`src/rtl/tune_pkg.sv`:
```
// Shared types and timing constants for the tune sequencer.
// Note durations are expressed in 50 MHz clocks before FAST_SIM scaling.
package tune_pkg;

   typedef enum logic [1:0] {
      ST_IDLE  = 2'd0,
      ST_FETCH = 2'd1,
      ST_PLAY  = 2'd2,
      ST_GAP   = 2'd3
   } state_t;

   typedef struct packed {
      logic        last;
      logic [1:0]  dur;
      logic [15:0] half_per;
   } note_entry_t;

   localparam logic [31:0] DUR_CYC_0 = 32'h0040_0000;  // 2^22
   localparam logic [31:0] DUR_CYC_1 = 32'h0080_0000;  // 2^23
   localparam logic [31:0] DUR_CYC_2 = 32'h00C0_0000;  // 3*2^22
   localparam logic [31:0] DUR_CYC_3 = 32'h0100_0000;  // 2^24

   localparam logic [31:0] FAST_INC = 32'd16;

   localparam note_entry_t NOTE_RESET = '{last: 1'b1, dur: 2'd0, half_per: 16'd0};

   function automatic logic [31:0] dur_cycles(input logic [1:0] code);
      case (code)
         2'd0:    return DUR_CYC_0;
         2'd1:    return DUR_CYC_1;
         2'd2:    return DUR_CYC_2;
         default: return DUR_CYC_3;
      endcase
   endfunction

endpackage

```
`src/rtl/tone_gen.sv`:
```
// Square-wave generator: toggles its output every half_per enabled clocks.
// The wave restarts low whenever the enable drops, so each note begins at 0.
module tone_gen
   import tune_pkg::*;
(
   input  logic        clk,
   input  logic        rst_n,
   input  logic        en,
   input  logic [15:0] half_per,
   output logic        tone,
   output logic        active
);

   logic [15:0] cnt;

   assign active = en && (half_per != 16'd0);

   always_ff @(posedge clk or negedge rst_n) begin
      if (!rst_n) begin
         cnt  <= '0;
         tone <= 1'b0;
      end else if (!active) begin
         cnt  <= '0;
         tone <= 1'b0;
      end else if (cnt >= 16'(half_per - 16'd1)) begin
         cnt  <= '0;
         tone <= ~tone;
      end else begin
         cnt  <= cnt + 16'd1;
      end
   end

endmodule

```
`src/rtl/tune_seq.sv`:
```
// Tune sequencer: steps through a writable note table, playing each entry as a
// square wave for its duration followed by a silent gap, with loop and abort.
module tune_seq
   import tune_pkg::*;
#(
   parameter bit FAST_SIM  = 1'b0,
   parameter int NUM_NOTES = 8,
   parameter int GAP_CYC   = 65536
) (
   input  logic        clk,
   input  logic        rst_n,
   input  logic        go,
   input  logic        stop,
   input  logic        loop,
   input  logic        wr_en,
   input  logic [3:0]  wr_addr,
   input  logic [18:0] wr_data,
   output logic        piezo,
   output logic        piezo_n,
   output logic        busy,
   output logic        done,
   output logic [3:0]  note_idx
);

   localparam int          IDX_W    = $clog2(NUM_NOTES);
   localparam logic [31:0] INC      = FAST_SIM ? FAST_INC : 32'd1;
   localparam logic [31:0] GAP_LIM  = 32'(GAP_CYC);
   localparam logic [3:0]  LAST_IDX = 4'(NUM_NOTES - 1);

   state_t      state;
   note_entry_t tbl [NUM_NOTES];
   note_entry_t cur;
   logic [31:0] tmr;
   logic [32:0] tmr_sum;
   logic [32:0] limit;
   logic        tmr_end;
   logic        entry_last;
   logic        wr_ok;
   logic        tone;
   logic        tone_on;

   // The timer holds elapsed time in unscaled clocks, so the limit is compared
   // against the value it would reach after this clock's increment.
   always_comb begin
      limit   = (state == ST_GAP) ? {1'b0, GAP_LIM} : {1'b0, dur_cycles(cur.dur)};
      tmr_sum = {1'b0, tmr} + {1'b0, INC};
      tmr_end = (tmr_sum >= limit);
   end

   assign entry_last = cur.last || (note_idx == LAST_IDX);
   assign wr_ok      = wr_en && (state == ST_IDLE) && ({1'b0, wr_addr} < 5'(NUM_NOTES));
   assign busy       = (state != ST_IDLE);

   always_ff @(posedge clk or negedge rst_n) begin
      if (!rst_n) begin
         for (int i = 0; i < NUM_NOTES; i++) tbl[i] <= NOTE_RESET;
      end else if (wr_ok) begin
         tbl[wr_addr[IDX_W-1:0]] <= note_entry_t'(wr_data);
      end
   end

   always_ff @(posedge clk) begin
      if (state == ST_FETCH) cur <= tbl[note_idx[IDX_W-1:0]];
   end

   always_ff @(posedge clk or negedge rst_n) begin
      if (!rst_n) begin
         state    <= ST_IDLE;
         note_idx <= '0;
         tmr      <= '0;
         done     <= 1'b0;
      end else begin
         done <= 1'b0;
         if (stop) begin
            state <= ST_IDLE;
            tmr   <= '0;
         end else begin
            case (state)
               ST_IDLE: begin
                  if (go) begin
                     state    <= ST_FETCH;
                     note_idx <= '0;
                     tmr      <= '0;
                  end
               end
               ST_FETCH: begin
                  state <= ST_PLAY;
                  tmr   <= '0;
               end
               ST_PLAY: begin
                  if (tmr_end) begin
                     state <= ST_GAP;
                     tmr   <= '0;
                  end else begin
                     tmr <= tmr_sum[31:0];
                  end
               end
               ST_GAP: begin
                  if (!tmr_end) begin
                     tmr <= tmr_sum[31:0];
                  end else begin
                     tmr <= '0;
                     if (!entry_last) begin
                        note_idx <= note_idx + 4'd1;
                        state    <= ST_FETCH;
                     end else if (loop) begin
                        note_idx <= '0;
                        state    <= ST_FETCH;
                     end else begin
                        done  <= 1'b1;
                        state <= ST_IDLE;
                     end
                  end
               end
               default: state <= ST_IDLE;
            endcase
         end
      end
   end

   tone_gen u_tone (
      .clk      (clk),
      .rst_n    (rst_n),
      .en       (state == ST_PLAY),
      .half_per (cur.half_per),
      .tone     (tone),
      .active   (tone_on)
   );

   assign piezo   = tone_on && tone;
   assign piezo_n = tone_on && !tone;

endmodule

```
`config.mk`:
```
export PLATFORM = sky130hd
export DESIGN_NAME = tune_seq
export DESIGN_NICKNAME = d
export VERILOG_FILES = /design/src/rtl/tune_pkg.sv /design/src/rtl/tone_gen.sv /design/src/rtl/tune_seq.sv
export SDC_FILE = /design/constraint.sdc
export NUM_CORES = 1
export LEC_CHECK = 0
export ABC_AREA = 1
export CELL_PAD_IN_SITES_DETAIL_PLACEMENT = 1
export CELL_PAD_IN_SITES_GLOBAL_PLACEMENT = 2
export CORE_MARGIN = 2
export CORE_UTILIZATION = 40
export CTS_CLUSTER_DIAMETER = 100
export CTS_CLUSTER_SIZE = 30
export DETAILED_ROUTE_END_ITERATION = 10
export GPL_TIMING_DRIVEN = 0
export PLACE_DENSITY = 0.93
export SLEW_MARGIN = 15
export SYNTH_ARGS = -nofsm -noshare
export SYNTH_HDL_FRONTEND = slang
export SYNTH_HIERARCHICAL = 1
export SYNTH_SLANG_ARGS = --single-unit
```
`constraint.sdc`:
```
create_clock -name clk -period 8.2 [get_ports clk]
set_input_delay 1.64 -clock clk [delete_from_list [all_inputs] [get_ports clk]]
set_output_delay 1.64 -clock clk [all_outputs]
set_load 0.02 [all_outputs]
```
==> results.json <==
{
  "status": "complete, no violations",
  "firstDrtPassIters": 5,
  "cts_sinks": 227,
  "fin_crit_ns": 4.04,
  "async_flop_share_pct": 91.6,
  "wl_per_cell_um": 17.8,
  "grt_pass1_vias": 11104,
  "die_area_um2": 31800,
  "yosys-top-cells-count": "384 x nand2_1, 245 x nor2_1, 241 x o21ai_0",
  "max-vdd-ir-drop_mv": 0.177,
  "holdWs_ns": 0.489,
  "period_share_pct": 49.3,
  "ys_dominant_reg_cell": "dfrtp_1",
  "r2r_setup_slack_ns": 4.55,
  "post-cts-setup-buffers": 0,
  "path_max_fanout": 5,
  "drive_gt1_share_pct": 6.16,
  "critPathKind": "reg2out",
  "die_x_um": 178,
  "grt_max_degree": 94,
  "core_um2": 29800,
  "cts_root_buffer": "clkbuf_16",
  "grt_pass1_wl_um": 58700,
  "busiest_layer": "met2",
  "slew_headroom_pct": 43.6,
  "syn_avg_cell_area_um2": 7.85,
  "syn_area_um2": 12200,
  "arrival_ns": 2.40,
  "routed-via-count": 10460,
  "synth_edf_count": 19,
  "swShare_pct": 37.2,
  "fin_setup_tns_ns": 0,
  "setup-violations-final": 0,
  "clk_latency_ns": 0.53,
  "post-synth-top-count-cell": "nand2_1",
  "path_cells": "inv_1 -> ha_1 -> nand2_2 -> nor2_4 -> nand2_4 -> nand2_4 -> inv_1 -> nand2_1 -> inv_1 -> clkdlybuf4s50_1",
  "timing.fmax_mhz": 247,
  "cts_made_buffers": 13,
  "yosys-top-cells-area": "dfrtp_1 41%, nand2_1 12%, o21ai_0 9.9%",
  "grt-ovfl-total": 0,
  "syn_to_final_growth_pct": 11.0,
  "ys_seq_area_share_pct": 47.6,
  "ant_nets": 0,
  "clkTransAtPathRegs_ns": 0.11,
  "p_seq_share_pct": 48.4,
  "start_kind": "flip-flop",
  "rows": 63,
  "start_util_pct": 40.8,
  "post-dp-hpwl_um": 26600,
  "placed_area_um2": 13100,
  "grt_setup_unrepaired": "no",
  "synth_cells": 1548,
  "synth_seq_cells": 227,
  "drc_errors": 0,
  "die_h_um": 178,
  "final_design_area_no_fill_um2": 13500,
  "cts_tree": "done",
  "ys_types": 39,
  "worst_pin_slew_ns": 0.846,
  "post_cts_resized": 0,
  "gp_congestion": 0.822,
  "synth_area_leader_cell": "dfrtp_1",
  "synth_nets": 1609,
  "max_stage_delay_ns": 0.52,
  "vias_per_cell": 5.24,
  "ios": 37,
  "combPwrFrac_pct": 31.4,
  "p_total_mw": 3.77,
  "clk_path_buf_depth": 3,
  "finalHoldViolCount": 0,
  "track_usage_pct": 23.3,
  "yosysWarnings": 6,
  "h-tree-depth": 1,
  "power.switching_mw": 1.40,
  "crit_path_top_delay_cell": "clkdlybuf4s50_1",
  "pre_cts_ws_ns": 4.16,
  "finClkSkew_ns": 0.0553,
  "final_util_pct": 45.3,
  "diodes": 0,
  "dp.cells": 1976,
  "pwr_density_cell_nw_per_um2": 279,
  "met2_usage_pct": 41.9,
  "drt-initial-drc-count": 488,
  "stdcell_count": 1998,
  "holdBufCountCts": 0,
  "max_cap_violations": 0,
  "grt_use_met3_pct": 2.07,
  "antenna_found_initial": 0,
  "crit_required_ns": 6.56,
  "p_int_mw": 2.37,
  "end_kind": "output pin",
  "fill_cells": 3740,
  "wirelength_um": 35600,
  "hold_path.class": "reg2reg",
  "path_common_cell": "inv_1",
  "met1_usage_pct": 30.7,
  "fin_nets": 1662,
  "slew_violations": 0,
  "final.setup.worst_slack_ns": 4.16,
  "p_clk_share_pct": 20.2,
  "port_buffers": 36,
  "synth_top_area_share_pct": 41.2,
  "leakagePower_nw": 6.03
}
[sequential cells by signal, indices dropped and copies added (netlist names)]
register,flops
cur,19
tbl,152
state,2
u_tone/cnt,16
u_tone/tone,1
tmr,32
note_idx,4
done,1
[cell type report]
type	instances	area [um^2]	area share (%)
tap	390	488	3.62
timing repair buffer	38	420	3.12
inverter	122	458	3.40
clock buffer	16	337	2.50
multi-input combinational	1130	5610	41.6
clock inverter	6	88.8	0.659
buffer	69	295	2.19
sequential	227	5790	42.9
[critical path, delay by kind of cell (launching register included)]
kind / cells / cell delay, ns
buffers and inverters: 4 / 0.72
AND/OR/NAND/NOR: 5 / 0.54
flip-flops: 1 / 0.37
adder cells (fa/ha/maj): 1 / 0.24
[cells by family (layout without fill, tap and decap cells)]
group,count (synthesis),count (layout),share of synthesized area (%)
and+or+nand+nor,764,764,26.8
AOI/OAI and AO/OA,308,308,14.3
DFF,227,227,47.6
buffers and inverters,191,251,6.20
adders and majority gates,32,32,3.29
xor gates and xnor gates,26,26,1.87
[metal layers]
layer / routed length [um] / vias to the layer above / share of wire (%)
met5: 0 / - / 0
met4: 667 / 0 / 1.9
met3: 958 / 29 / 2.7
met2: 17600 / 138 / 50
met1: 16300 / 5161 / 46
li1: - / 5132 / -
[placed cells by master, fill, tap and decap left out, types with 11 or more instances in the layout]
| master | n |
|---|---|
| a31oi_1 | 19 |
| clkbuf_1 | 68 |
| clkbuf_16 | 13 |
| clkdlybuf4s50_1 | 35 |
| dfrtp_1 | 200 |
| edfxtp_1 | 19 |
| ha_1 | 32 |
| inv_1 | 121 |
| nand2_1 | 384 |
| nand3_1 | 56 |
| nand4_1 | 17 |
| nor2_1 | 245 |
| nor2_2 | 14 |
| nor3_1 | 11 |
| o21ai_0 | 241 |
| o22ai_1 | 19 |
| o22ai_2 | 18 |
| xnor2_1 | 11 |
| xor2_1 | 15 |
[power groups by stage]
stage / sequential (mW) / combinational [mW] / clock, mW
2_1_floorplan: 1.77 / 0.841 / 0
3_3_place_gp: 1.82 / 1.13 / 0
3_5_place_dp: 1.84 / 1.19 / 0
4_1_cts: 1.82 / 1.20 / 0.777
5_1_grt: 1.87 / 1.37 / 0.818
6_report: 1.82 / 1.18 / 0.761
[final timing paths]
| path | from | endpoint | cells past startpoint |
|---|---|---|---|
| setup / recovery | cur[0] | piezo | 10 |
| hold / removal | tbl[121] | tbl[121] | 2 |
| max in group asynchronous | rst_n | tbl[86] | 3 |
| hold reg to reg | tbl[121] | tbl[121] | 2 |
| min in group asynchronous | rst_n | tmr[10] | 1 |
| setup reg to reg | tmr[1] | done | 19 |
Power figures use the tool's default switching activity.
